## src/rtl/pulse_receiver_if.sv

```systemverilog
// Event/status bundle between the pulse receiver and local logic.
// master = receiver side (drives event and status), slave = consumer side.
interface pulse_receiver_if #(
  parameter int CNT_W = 8
);
  logic             line_in;
  logic             event_ready;
  logic             clr_err;
  logic             event_valid;
  logic [CNT_W-1:0] event_cnt;
  logic [CNT_W-1:0] glitch_cnt;
  logic             overrun;
  logic             line_stuck;
  logic             stuck_seen;

  modport master (
    input  line_in, event_ready, clr_err,
    output event_valid, event_cnt, glitch_cnt, overrun, line_stuck, stuck_seen
  );

  modport slave (
    output line_in, event_ready, clr_err,
    input  event_valid, event_cnt, glitch_cnt, overrun, line_stuck, stuck_seen
  );
endinterface

```

## src/rtl/pulse_receiver.sv

```systemverilog
// Single-wire stretched-pulse receiver: synchronises line_in, qualifies the
// high time (short = glitch, long = stuck line) and presents one event per
// valid pulse on a valid/ready handshake. Keeps event/glitch counts and
// sticky error flags.
module pulse_receiver #(
  parameter int SYNC_STAGES = 2,
  parameter int MIN_HIGH    = 4,
  parameter int MAX_HIGH    = 12,
  parameter int CNT_W       = 8
) (
  input  logic              clk,
  input  logic              rst,
  pulse_receiver_if.master  bus
);

  // len must be able to hold MAX_HIGH+1 so the stuck comparison can fire
  localparam int LEN_W = $clog2(MAX_HIGH + 2);
  localparam logic [LEN_W-1:0] LEN_SAT = LEN_W'(MAX_HIGH + 1);

  typedef enum logic [1:0] {IDLE, MEASURE, HOLD, STUCK} state_t;

  logic [SYNC_STAGES-1:0] sync_q;
  logic                   s;
  state_t                 state_q, state_d;
  logic [LEN_W-1:0]       len_q, len_d, len_inc;
  logic                   accept, glitch, stuck_enter;
  logic                   ev_valid_q;
  logic [CNT_W-1:0]       ev_cnt_q, gl_cnt_q;
  logic                   overrun_q, stuck_seen_q;

  assign s       = sync_q[SYNC_STAGES-1];
  assign len_inc = (len_q >= LEN_SAT) ? LEN_SAT : len_q + LEN_W'(1);

  // Synchroniser chain for the asynchronous line
  always_ff @(posedge clk) begin
    if (!rst) sync_q <= '0;
    else      sync_q <= {sync_q[SYNC_STAGES-2:0], bus.line_in};
  end

  // FSM state and high-time counter
  always_ff @(posedge clk) begin
    if (!rst) begin
      state_q <= IDLE;
      len_q   <= '0;
    end else begin
      state_q <= state_d;
      len_q   <= len_d;
    end
  end

  // Next-state: measure high time, accept once at MIN_HIGH, flag stuck past MAX_HIGH
  always_comb begin
    state_d     = state_q;
    len_d       = len_q;
    accept      = 1'b0;
    glitch      = 1'b0;
    stuck_enter = 1'b0;
    case (state_q)
      IDLE: begin
        if (s) begin
          state_d = MEASURE;
          len_d   = LEN_W'(1);
        end
      end
      MEASURE: begin
        if (!s) begin
          state_d = IDLE;
          len_d   = '0;
          glitch  = 1'b1;
        end else begin
          len_d = len_inc;
          if (len_inc == LEN_W'(MIN_HIGH)) begin
            accept  = 1'b1;
            state_d = HOLD;
          end
        end
      end
      HOLD: begin
        if (!s) begin
          state_d = IDLE;
          len_d   = '0;
        end else begin
          len_d = len_inc;
          if (len_inc > LEN_W'(MAX_HIGH)) begin
            state_d     = STUCK;
            stuck_enter = 1'b1;
          end
        end
      end
      STUCK: begin
        if (!s) begin
          state_d = IDLE;
          len_d   = '0;
        end
      end
      default: begin
        state_d = IDLE;
        len_d   = '0;
      end
    endcase
  end

  // Event handshake and wrapping event counter; a new accept keeps valid high
  always_ff @(posedge clk) begin
    if (!rst) begin
      ev_valid_q <= 1'b0;
      ev_cnt_q   <= '0;
    end else begin
      if (accept) begin
        ev_valid_q <= 1'b1;
        ev_cnt_q   <= ev_cnt_q + CNT_W'(1);
      end else if (ev_valid_q && bus.event_ready) begin
        ev_valid_q <= 1'b0;
      end
    end
  end

  // Error bookkeeping; clr_err wins over a same-cycle set or increment
  always_ff @(posedge clk) begin
    if (!rst) begin
      gl_cnt_q     <= '0;
      overrun_q    <= 1'b0;
      stuck_seen_q <= 1'b0;
    end else if (bus.clr_err) begin
      gl_cnt_q     <= '0;
      overrun_q    <= 1'b0;
      stuck_seen_q <= 1'b0;
    end else begin
      if (glitch && (gl_cnt_q != '1)) gl_cnt_q <= gl_cnt_q + CNT_W'(1);
      if (accept && ev_valid_q && !bus.event_ready) overrun_q <= 1'b1;
      if (stuck_enter) stuck_seen_q <= 1'b1;
    end
  end

  assign bus.event_valid = ev_valid_q;
  assign bus.event_cnt   = ev_cnt_q;
  assign bus.glitch_cnt  = gl_cnt_q;
  assign bus.overrun     = overrun_q;
  assign bus.line_stuck  = (state_q == STUCK);
  assign bus.stuck_seen  = stuck_seen_q;

endmodule

```

## src/flat_wrapper.sv

```systemverilog
// flat-port wrapper written by rule: the top's interface ports become plain ports
module pulse_receiver_flat 
#(
  parameter int SYNC_STAGES = 2,
  parameter int MIN_HIGH    = 4,
  parameter int MAX_HIGH    = 12,
  parameter int CNT_W       = 8
)
  (clk, rst, bus_line_in, bus_event_ready, bus_clr_err, bus_event_valid, bus_event_cnt, bus_glitch_cnt, bus_overrun, bus_line_stuck, bus_stuck_seen);
  pulse_receiver_if #(.CNT_W(CNT_W)) bus_i ();
  input  logic clk;
  input  logic rst;
  input wire logic [$bits(bus_i.line_in)-1:0] bus_line_in;
  input wire logic [$bits(bus_i.event_ready)-1:0] bus_event_ready;
  input wire logic [$bits(bus_i.clr_err)-1:0] bus_clr_err;
  output wire logic [$bits(bus_i.event_valid)-1:0] bus_event_valid;
  output wire logic [$bits(bus_i.event_cnt)-1:0] bus_event_cnt;
  output wire logic [$bits(bus_i.glitch_cnt)-1:0] bus_glitch_cnt;
  output wire logic [$bits(bus_i.overrun)-1:0] bus_overrun;
  output wire logic [$bits(bus_i.line_stuck)-1:0] bus_line_stuck;
  output wire logic [$bits(bus_i.stuck_seen)-1:0] bus_stuck_seen;
  assign bus_i.line_in = bus_line_in;
  assign bus_i.event_ready = bus_event_ready;
  assign bus_i.clr_err = bus_clr_err;
  assign bus_event_valid = bus_i.event_valid;
  assign bus_event_cnt = bus_i.event_cnt;
  assign bus_glitch_cnt = bus_i.glitch_cnt;
  assign bus_overrun = bus_i.overrun;
  assign bus_line_stuck = bus_i.line_stuck;
  assign bus_stuck_seen = bus_i.stuck_seen;
  pulse_receiver #(.SYNC_STAGES(SYNC_STAGES), .MIN_HIGH(MIN_HIGH), .MAX_HIGH(MAX_HIGH), .CNT_W(CNT_W)) u_core (.clk(clk), .rst(rst), .bus(bus_i));
endmodule
```

## config.mk

```make
export PLATFORM = sky130hd
export DESIGN_NAME = pulse_receiver_flat
export DESIGN_NICKNAME = d
export VERILOG_FILES = /design/src/rtl/pulse_receiver_if.sv /design/src/rtl/pulse_receiver.sv /design/src/flat_wrapper.sv
export SDC_FILE = /design/constraint.sdc
export NUM_CORES = 1
export LEC_CHECK = 0
export CORE_UTILIZATION = 52
export DETAILED_ROUTE_END_ITERATION = 8
export GPL_ROUTABILITY_DRIVEN = 0
export GPL_TIMING_DRIVEN = 0
export PLACE_DENSITY = 0.9
export SYNTH_ARGS = -nofsm -noshare
export SYNTH_HDL_FRONTEND = slang
export SYNTH_SLANG_ARGS = --single-unit
export TNS_END_PERCENT = 1
```

## constraint.sdc

```tcl
create_clock -name clk -period 2.7 [get_ports clk]
set_clock_uncertainty 0.05 [all_clocks]
set_input_delay 0.54 -clock clk [delete_from_list [all_inputs] [get_ports clk]]
set_output_delay 0.54 -clock clk [all_outputs]
set_load 0.01 [all_outputs]
```

# Yosys cells after proc, flatten, opt, wreduce, memory -nomap -nowiden
# Cells that the tools add are included.
[classes]
add_sub_neg = 3
order_cmp = 2
eq_ne = 9
n_mux = 22
bitwise = 1
n_reduce_logical = 11
[op_table]
columns = ["op", "n"]
rows = [
  ["adder 8 x 1 -> 8 bit, second input constant", 2],
  ["two-way mux 4 bit", 4],
  ["two-way mux 2 bit", 6],
  ["case mux 4 bit (3 select lines)", 1],
  ["two-way mux 1 bit", 10],
  ["inequality test 8 bit, second input constant", 1],
  ["case mux 2 bit (4 select lines)", 1],
  ["inequality test 3 bit, second input constant", 2],
  ["adder 4 x 1 -> 4 bit, second input constant", 1],
  ["equality test 2 bit, second input constant", 2],
  ["equality test 4 x 3 -> 1 bit, second input constant", 1],
  ["greater-or-equal comparator 4 bit, second input constant", 1],
  ["> comparator 4 bit, second input constant", 1],
  ["logical AND 1 bit", 4],
  ["AND reduction 4 bit", 1],
  ["OR reduction 2 bit", 2],
  ["equality test 2 x 1 -> 1 bit, second input constant", 1],
  ["zero test 2 bit", 1],
  ["inequality test 2 x 1 -> 1 bit, second input constant", 1],
  ["inequality test 2 bit, second input constant", 1],
  ["AND reduction 2 bit", 1],
  ["nonzero test 2 bit", 1],
  ["zero test 1 bit", 1],
  ["NOT 1 bit", 1],
]
[word_totals]
reg_bits = 27
input_bits = 5
output_inout_bits = 20

# Logic depth before layout (Yosys ltp)
# Gate-level depths: netlist of run 1.
[logic_depth]
ltp_word = 8
ltp_mapped = 7
ltp_nobuf = 7

# Worst setup path after synthesis of run 1
# No wires, ideal clock.
[synth_timing]
path_type = "reg2reg"
from = "register u_core.len_q[0]"
to = "register u_core.state_q[1]"
t_arrival_ns = 1.767
required_ns = 2.578
slack_ns = 0.811
stages_incl_launch_ff = 8
path_buffers = 0
path_cell_list = "dfxtp_1 inv_1 ha_1 nor2b_1 o211ai_2 or2_4 a31oi_2 mux2i_1"
[synth_between]
elab_chain_cells = 5
elab_cells_between_ends = 8
[synth_lines]
columns = ["item", "line_no", "source"]
rows = [
  ["start: declaration", "pulse_receiver.sv:25", "logic [LEN_W-1:0] len_q, len_d, len_inc;"],
  ["start signal: assignment", "pulse_receiver.sv:47", "len_q <= len_d;"],
  ["adder 4 x 1 -> 4 bit / greater-or-equal comparator 4 bit (equally long branches)", "pulse_receiver.sv:32", "assign len_inc = (len_q >= LEN_SAT) ? LEN_SAT : len_q + LEN_W'(1);"],
  ["two-way mux 4 bit *", "pulse_receiver.sv:32", ""],
  ["> comparator 4 bit / equality test 4 x 3 -> 1 bit (equally long branches)", "pulse_receiver.sv:84, pulse_receiver.sv:72", ""],
  ["inequality test 3 bit (no line)", "--", ""],
  ["AND reduction 4 bit (no line) *", "--", ""],
  ["end signal: assignment", "pulse_receiver.sv:46", "state_q <= state_d;"],
  ["end: declaration", "pulse_receiver.sv:24", "state_t state_q, state_d;"],
]
# Mark *: on every way between the ends. The rest lies on a longest branch, timed or not.
# A chain may end at the register's enable or synchronous reset.

# Worst setup path after layout of run 1
[layout_timing]
from = "register u_core.state_q[0]"
to = "output bus_line_stuck"
[layout_between]
elab_chain_cells = 1
[layout_lines]
columns = ["item", "line_no", "source"]
rows = [
  ["equality test 2 bit", "pulse_receiver.sv:139", "assign bus.line_stuck = (state_q == STUCK);"],
  ["end: declaration", "flat_wrapper.sv:20", "output wire logic [$bits(bus_i.line_stuck)-1:0] bus_line_stuck;"],
]
# Every way passes these cells.

==> summary.md, run 1 <==
| Metric | Value |
|---|---|
| Starting density of the core | 0.543 |
| Share of cells above drive strength 1 | 0.0885 |
| RSZ-0062 raised after global routing | no |
| Req. time, crit path | 2.11 ns |
| Total wire length | 3030 um |
| Final Hold Vio Count | 0 |
| Clk pin slew, worst setup/hold paths | 0.16 ns |
| Global-route wire length before repair | 5260 um |
| I/O pins | 25 |
| WP buf/inv | 1 |
| Commonest cells after routing, fill and taps aside | dfxtp_1, clkdlybuf4s50_1, nor2_1 |
| Placed insts | 219 |
| Synth warn | 0 |
| Post-synthesis cell count | 164 |
| Pwr per Cell Area | 386 nW/um2 |
| DR vias | 1243 |
| Sequential share of power | 0.598 |
| WL met2 | 1540 um |
| Routed WL per cell | 13.6 um |
| Worst-path cell chain | ha_1 > clkdlybuf4s50_1 |
| EDFF count, synth | 0 |
| Via-per-instance ratio | 5.57 |
| Mapped Nets | 179 |
| Reg area | 541 um2 |
| Crit. Startpoint | u_core.state_q[0]$_SDFFE_PN0P_ |
| Area growth, synth to finish | 20.8% |
| Inserted Clock Buffers | 3 |
| Crit path max fanout | 7 |
| Worst skew pair latency | 0.35 ns |
| Clock tree buffer depth | 2 |
| Initial DRC count | 36 |
| Max Transition Viols Final | 0 |
| Max-Slew Margin vs Limit | 0.702 |
| HPWL after DPL | 2220 um |
| Clock Power Share | 0.269 |
| Drt first pass iters | 4 |
| MaxCap Viol Count | 0 |
| Final antenna-violating net count | 0 |
| Top Metal Used | met4 |
| Crit. End Element | output port |
| Worst slew pin tran | 0.447 ns |
| Total power | 0.693 mW |
| Primary FF master, synth | dfxtp_1 |
| Share of flip-flops with an asynchronous set or reset | 0 |
| Layout Nets | 208 |
| Cts hold-fix bufs | 0 |
| Setup CP Type | flop to output port |
| Initial antenna violation count | 0 |
| Most common cell after layout, fill and taps aside | dfxtp_1 |
| Die Wd | 55.4 um |
| Worst reg2reg path startpoint | u_core.len_q[0]$_SDFFE_PN0P_ |
| Worst hold-check path type | flop to flop |
| Number of port buffers | 24 |
| Switching power total | 0.191 mW |
| DRC | 0 |
| Logic pwr share | 0.133 |
| CTS root buf | clkbuf_4 |
| Final worst-path cycle share | 0.835 |
| Fill count | 214 |
| CTS Sinks | 27 |
| GRT overflow | 0 |
| M1 wire length | 1320 um |
| Outcome | finished clean |
| Register area share after synthesis | 0.364 |
| CTS resizes | 0 |
| Setup-failing EPs final | 0 |
| Post-route design area | 1790 um2 |
| Tot GR Track Use | 0.212 |
| Die Height | 55.4 um |
| Crit path DAT | 1.66 ns |
| Syn Area/Cell | 9.05 um2 |
| H-tree Lvls | 1 |
| Pint | 0.502 mW |
| Critical Path Start Type | flop |
| Number of synthesized register bits | 27 |
| Net Sw Frac | 0.275 |
| Fin cells | 223 |
| HP Start | u_core.sync_q[0]$_SDFF_PN0_ |
| Fmax | 0.444 GHz |
| Die area | 3070 um2 |
| Core area | 2730 um2 |
| Peak supply drop | 0.337 mV |
| Synthesized area | 1480 um2 |
| DP Area | 1760 um2 |
| LEAKAGE | 0.650 nW |
| CTS tree | built |
| Largest net degree at the start of global routing | 17 |
| N_diodes | 0 |
| TNS Setup | 0 ns |
| Largest stage delay, worst path | 0.59 ns |
| Synth unique cells | 40 |
| Num rows | 19 |
| Critical path's slowest cell | clkdlybuf4s50_1 |
| Multi-input gate area | 898 um2 |
| Final min period | 2.25 ns |
| Vias in the first global route | 1245 |
| Top delay family on crit path | buffers and inverters |
| Met3 WL | 113 um |
| Postcts setup bufs | 0 |
==> synthesized netlist by cell type, types with 2 or more instances <==
library cell  count  area (um2)
a21oi_1           5        25.0
and2_1            4        25.0
and3_1            4        25.0
buf_1             2        7.51
clkbuf_1          2        7.51
dfxtp_1          27         541
ha_1             10         125
inv_1             8        30.0
mux2i_1           7        70.1
nand2_1           8        30.0
nand2b_1          7        43.8
nand3_1           3        15.0
nand3b_1          3        22.5
nand4_1           7        43.8
nor2_1           22        82.6
nor2b_1           5        31.3
o21ai_0           7        35.0
o22ai_1           2        12.5
xnor2_1           5        43.8
xor2_1            6        52.6
==> flip-flops by register name, summed over array words and instances, names as in the netlist <==
name,count
u_core.bus.stuck_seen,1
u_core.state_q,2
u_core.bus.event_cnt,8
u_core.bus.glitch_cnt,8
u_core.len_q,4
u_core.bus.event_valid,1
u_core.bus.overrun,1
u_core.sync_q,2
==> layout make-up <==
type	count	area share
buffer	4	0.00837
tap	31	0.0216
inverter	8	0.0167
multi-input combinational	125	0.501
timing repair buffer	24	0.134
clock inverter	1	0.00419
clock buffer	3	0.0126
sequential	27	0.301
==> metrics by stage <==
stage	util	hold slack [ns]	setup slack, ns
after floorplan	-	0.362	0.811
after global placement	0.645	0.370	0.675
after detailed placement	0.645	0.372	0.581
after CTS	0.656	0.407	0.460
after global routing	0.656	0.429	0.375
final	0.656	0.405	0.446
==> power groups by stage <==
stage | clock network, mW | registers, mW | logic, mW
global route | 0.204 | 0.416 | 0.102
CTS | 0.187 | 0.414 | 0.0911
floorplan | 0 | 0.421 | 0.0663
detailed placement | 0 | 0.422 | 0.0891
finish | 0.186 | 0.415 | 0.0921
global placement | 0 | 0.421 | 0.0837
==> final timing paths <==
path,endpoint,slack (ns),cells past startpoint
hold / removal,u_core.sync_q[1]$_SDFF_PN0_,0.41,1
setup reg to reg,u_core.state_q[1]$_SDFFE_PN0P_,0.50,7
hold reg to reg,u_core.sync_q[1]$_SDFF_PN0_,0.41,1
setup / recovery,bus_line_stuck,0.45,2
==> layer usage <==
| metal | vias up | GRT usage |
|---|---|---|
| met5 | - | 0 |
| met4 | 0 | 0.0929 |
| met3 | 9 | 0.0351 |
| met2 | 32 | 0.398 |
| met1 | 582 | 0.232 |
| li1 | 620 | - |
==> worst register-to-register path: cells and delay by family, from the launching register on <==
family	cells	cell delay, ns
AOI/OAI and AO/OA	2	0.48
adders and majority gates	1	0.33
buffers and inverters	1	0.08
DFF	1	0.51
muxes	1	0.21
and+or+nand+nor	2	0.51
==> cell families (layout without fill, tap and decap cells) <==
logic type	count (synthesis)	in the layout	share of synthesized area
flip-flops	27	27	0.364
XOR/XNOR	11	11	0.0649
buffers and inverters	12	40	0.0304
multiplexers	9	9	0.0649
AND/OR/NAND/NOR	71	71	0.276
adder cells (fa/ha/maj)	10	10	0.0843
AO/OA/AOI/OAI	24	24	0.116
No activity file was read; power rests on OpenSTA's default activity.
==> inputs of run 2 (changes only) <==
==> constraint.sdc (replaced) <==
create_clock -name clk -period 2.3 [get_ports clk]
set_clock_uncertainty 0.05 [all_clocks]
set_input_delay 0.46 -clock clk [delete_from_list [all_inputs] [get_ports clk]]
set_output_delay 0.46 -clock clk [all_outputs]
set_load 0.01 [all_outputs]
==> summary.md, run 2 (same netlist as run 1, synthesis figures left out) <==
| Metric | Value |
|---|---|
| MaxCap Viol Count | 0 |
| GRT overflow | 0 |
| Largest net degree at the start of global routing | 17 |
| Reg2reg setup slack | 0.21 ns |
| Max-Slew Margin vs Limit | 0.703 |
| RR Endpoint | u_core.state_q[1]$_SDFFE_PN0P_ |
| Tot GR Track Use | 0.212 |
| Total wire length | 3010 um |
| Inserted Clock Buffers | 3 |
| Die area | 3070 um2 |
| Final Hold Vio Count | 0 |
| Pwr per Cell Area | 454 nW/um2 |
| Most common cell after layout, fill and taps aside | dfxtp_1 |
| HPWL after DPL | 2220 um |
| CTS root buf | clkbuf_4 |
| Crit path max fanout | 7 |
| Worst slew pin tran | 0.446 ns |
| H-tree Lvls | 1 |
| Hold endpoint | u_core.sync_q[1]$_SDFF_PN0_ |
| Number of port buffers | 24 |
| Layout Nets | 208 |
| Worst skew pair latency | 0.35 ns |
| Clk pin slew, worst setup/hold paths | 0.16 ns |
| I/O pins | 25 |
| Outcome | finished clean |
| Worst hold-check path type | flop to flop |
| Core area | 2730 um2 |
| Hold slack | 0.405 ns |
| Clock tree buffer depth | 2 |
| Die Wd | 55.4 um |
| Postcts setup bufs | 0 |
| Starting density of the core | 0.543 |
| Final antenna-violating net count | 0 |
| Initial antenna violation count | 0 |
| Area growth, synth to finish | 20.9% |
| Worst r2r path cells | 7 |
| Share of cells above drive strength 1 | 0.0938 |
| Req. time, crit path | 1.79 ns |
| Setup CP Type | flop to output port |
| Post-route design area | 1790 um2 |
| Cts hold-fix bufs | 0 |
| TNS Setup | 0 ns |
| Commonest cells after routing, fill and taps aside | dfxtp_1, clkdlybuf4s50_1, nor2_1 |
| Critical Path Start Type | flop |
| HP Start | u_core.sync_q[0]$_SDFF_PN0_ |
| Hold Crit Depth | 1 |
| CTS tree | built |
| DR vias | 1258 |
| Worst reg2reg path startpoint | u_core.len_q[0]$_SDFFE_PN0P_ |
| Final setup margin | 0.128 ns |
| DRC | 0 |
| DP Area | 1760 um2 |
| N_diodes | 0 |
| Setup-failing EPs final | 0 |
| Final worst-path cycle share | 0.945 |
| Fmax | 0.460 GHz |
| Vias in the first global route | 1245 |
| Crit path DAT | 1.66 ns |
| Crit. End Element | output port |
| Total power | 0.814 mW |
| Max Transition Viols Final | 0 |
| Peak supply drop | 0.395 mV |
| RSZ-0062 raised after global routing | no |
| Die Height | 55.4 um |
| Via-per-instance ratio | 5.64 |
| LEAKAGE | 0.650 nW |
| Initial DRC count | 36 |
| Routed WL per cell | 13.5 um |
| Final min period | 2.17 ns |
| Global-route wire length before repair | 5260 um |
| Pre-CTS setup slack | 0.181 ns |
| Num rows | 19 |
| Drt first pass iters | 4 |
| CTS Sinks | 27 |
==> run 2: worst max-delay path by stage <==
stage / from / to / depth (start not counted)
finish: u_core.state_q[0]$_SDFFE_PN0P_ / bus_line_stuck / 2
global route: u_core.len_q[1]$_SDFFE_PN0P_ / u_core.state_q[1]$_SDFFE_PN0P_ / 7
CTS: u_core.len_q[0]$_SDFFE_PN0P_ / u_core.state_q[1]$_SDFFE_PN0P_ / 7
detailed placement: u_core.len_q[0]$_SDFFE_PN0P_ / u_core.state_q[1]$_SDFFE_PN0P_ / 7
global placement: u_core.len_q[0]$_SDFFE_PN0P_ / u_core.state_q[1]$_SDFFE_PN0P_ / 7
floorplan: u_core.len_q[0]$_SDFFE_PN0P_ / u_core.state_q[1]$_SDFFE_PN0P_ / 7
==> run 2: critical path, cell delays in order, from the launching register on <==
cell and delay (ns):
dfxtp_1 0.42, ha_1 0.30, clkdlybuf4s50_1 0.59
==> run 2: final cells by class <==
| cell class | instances | area (um2) |
|---|---|---|
| fillers | 214 | 940 |
| multi-input cells | 125 | 898 |
| flip-flops and latches | 27 | 542 |
| repair buffers | 24 | 240 |
| well taps | 31 | 38.8 |
| inverters | 8 | 30.0 |
| clock buffers | 3 | 22.5 |
| plain buffers | 4 | 15.0 |
| clock inverters | 1 | 7.51 |
==> run 2: stage by stage <==
stage                util  std cells
floorplan               -        164
global route        0.656        223
detailed placement  0.645        219
global placement    0.645        219
CTS                 0.656        223
finish              0.656        223
==> run 2: power by group <==
group / leakage (nW) / internal (mW) / switching, mW / total, mW
logic: 0.418 / 0.0467 / 0.0615 / 0.108
clock network: 0.0139 / 0.0669 / 0.152 / 0.219
registers: 0.219 / 0.476 / 0.0109 / 0.487
==> run 2: timing repair <==
item | CTS | global route
hold endpoints to repair | 0 | 0
gates resized for setup | 0 | 1
endpoints found under the setup margin | 0 | 1
==> run 2: layer usage <==
metal	up-vias	routed length, um	global-route usage	share of wire
li1	622	-	-	-
met4	0	63	0.0929	0.021
met5	-	0	0	0
met1	592	1270	0.232	0.42
met3	9	139	0.0351	0.046
met2	35	1540	0.398	0.51
==> inputs of run 3 (changes only) <==
--- a/config.mk
+++ b/config.mk
@@ -5,11 +5,12 @@
 export SDC_FILE = /design/constraint.sdc
 export NUM_CORES = 1
 export LEC_CHECK = 0
-export CORE_UTILIZATION = 52
+export CORE_UTILIZATION = 55
 export DETAILED_ROUTE_END_ITERATION = 8
+export DONT_BUFFER_PORTS = 1
 export GPL_ROUTABILITY_DRIVEN = 0
 export GPL_TIMING_DRIVEN = 0
-export PLACE_DENSITY = 0.9
+export PLACE_DENSITY = 0.82
 export SYNTH_ARGS = -nofsm -noshare
 export SYNTH_HDL_FRONTEND = slang
 export SYNTH_SLANG_ARGS = --single-unit
==> summary.md, run 3 (same netlist as run 1, synthesis figures left out) <==
| Metric | Value |
|---|---|
| Fin cells | 198 |
| Met3 WL | 139 um |
| Commonest cells after routing, fill and taps aside | dfxtp_1, nor2_1, ha_1 |
| Worst-path cell chain | inv_1 > ha_1 > nor2b_1 > o211ai_2 > or2_4 > a31oi_2 > mux2i_1 |
| Clock tree buffer depth | 2 |
| Req. time, crit path | 2.52 ns |
| MaxCap Viol Count | 0 |
| Share of cells above drive strength 1 | 0.101 |
| Placed insts | 194 |
| Net Sw Frac | 0.262 |
| CTS root buf | clkbuf_4 |
| Switching power total | 0.207 mW |
| Postcts setup bufs | 0 |
| Most common cell after layout, fill and taps aside | dfxtp_1 |
| Top delay family on crit path | flip-flops |
| Vias in the first global route | 1067 |
| Sequential share of power | 0.618 |
| Die area | 2910 um2 |
| N_diodes | 0 |
| Top Metal Used | met4 |
| Die Height | 53.9 um |
| Final antenna-violating net count | 0 |
| Crit path DAT | 2.32 ns |
| Worst slew pin tran | 0.495 ns |
| Inserted Clock Buffers | 3 |
| Outcome | finished clean |
| GRT overflow | 0 |
| CTS tree | built |
| Routed WL per cell | 13.4 um |
| Peak supply drop | 0.557 mV |
| DR vias | 1162 |
| Pwr per Cell Area | 508 nW/um2 |
| WL met2 | 1320 um |
| Final Hold Vio Count | 0 |
| Setup-failing EPs final | 0 |
| HPWL after DPL | 2050 um |
| Via-per-instance ratio | 5.87 |
| Total wire length | 2650 um |
| RSZ-0062 raised after global routing | no |
| LEAKAGE | 0.566 nW |
| Core area | 2520 um2 |
| Cts hold-fix bufs | 0 |
| Worst hold-check path type | primary input to flop |
| Final min period | 2.10 ns |
| I/O pins | 25 |
| Final worst-path cycle share | 0.912 |
| Fmax | 0.477 GHz |
| Critical Path Start Type | flop |
| CTS Sinks | 27 |
| WP buf/inv | 1 |
| Crit. End Element | flop |
| Drt first pass iters | 4 |
| M1 wire length | 1170 um |
| Max-Slew Margin vs Limit | 0.670 |
| DRC | 0 |
| H-tree Lvls | 1 |
| Critical path's slowest cell | dfxtp_1 |
| TNS Setup | 0 ns |
| Die Wd | 53.9 um |
| Crit path max fanout | 7 |
| Initial DRC count | 16 |
| Setup CP Type | flop to flop |
| Largest net degree at the start of global routing | 17 |
| Global-route wire length before repair | 4430 um |
| Clk pin slew, worst setup/hold paths | 0.15 ns |
| CTS resizes | 0 |
| Max Transition Viols Final | 0 |
| Num rows | 18 |
| Area growth, synth to finish | 4.55% |
| Layout Nets | 184 |
| Initial antenna violation count | 0 |
| Tot GR Track Use | 0.210 |
| Clock Power Share | 0.262 |
| Largest stage delay, worst path | 0.49 ns |
| Worst skew pair latency | 0.32 ns |
| Logic pwr share | 0.119 |
| Pint | 0.581 mW |
| Number of port buffers | 0 |
| Starting density of the core | 0.588 |
-- run 3: changes by cell type in the layout (fill, tap and decap cells not counted) --
| cell | delta |
|---|---|
| clkdlybuf4s50_1 | -24 |
| dfxtp_1 | +1 |
| dfxtp_2 | -1 |
-- run 3: layer usage --
layer,vias to the layer above,global-route usage
met5,-,0
met4,0,0.0877
met3,4,0.0565
met2,35,0.333
met1,547,0.267
li1,576,-
-- run 3: power groups by stage --
| stage | Sequential, mW | Clock, mW | Combinational, mW |
|---|---|---|---|
| 6_report | 0.487 | 0.206 | 0.0940 |
| 2_1_floorplan | 0.494 | 0 | 0.0778 |
| 5_1_grt | 0.489 | 0.237 | 0.107 |
| 3_5_place_dp | 0.497 | 0 | 0.0932 |
| 3_3_place_gp | 0.496 | 0 | 0.0882 |
| 4_1_cts | 0.487 | 0.215 | 0.0934 |
-- run 3: cell type report --
type	count	area (um2)
clock buffer	3	22.5
buffer	4	15.0
multi-input combinational	125	898
inverter	8	30.0
tap	30	37.5
clock inverter	1	7.51
sequential	27	541
fill	214	971
-- run 3: worst paths after layout --
kind         slack, ns                          from                              to  depth (start not counted)
max               0.20  u_core.len_q[0]$_SDFFE_PN0P_  u_core.state_q[1]$_SDFFE_PN0P_                          7
min reg2reg       0.42   u_core.sync_q[0]$_SDFF_PN0_     u_core.sync_q[1]$_SDFF_PN0_                          1
min               0.21                   bus_line_in     u_core.sync_q[0]$_SDFF_PN0_                          1
max reg2reg       0.20  u_core.len_q[0]$_SDFFE_PN0P_  u_core.state_q[1]$_SDFFE_PN0P_                          7
-- run 3: per-stage QoR --
stage	power (mW)	area, um2	worst slack [ns]	hold slack, ns	utilization
final	0.787	1550	0.203	0.205	0.615
after global routing	0.832	1550	0.0257	0.181	0.615
after floorplan	0.572	1480	0.411	0.362	-
after global placement	0.584	1520	0.289	0.365	0.603
after detailed placement	0.590	1520	0.227	0.382	0.603
after CTS	0.796	1550	0.205	0.194	0.615
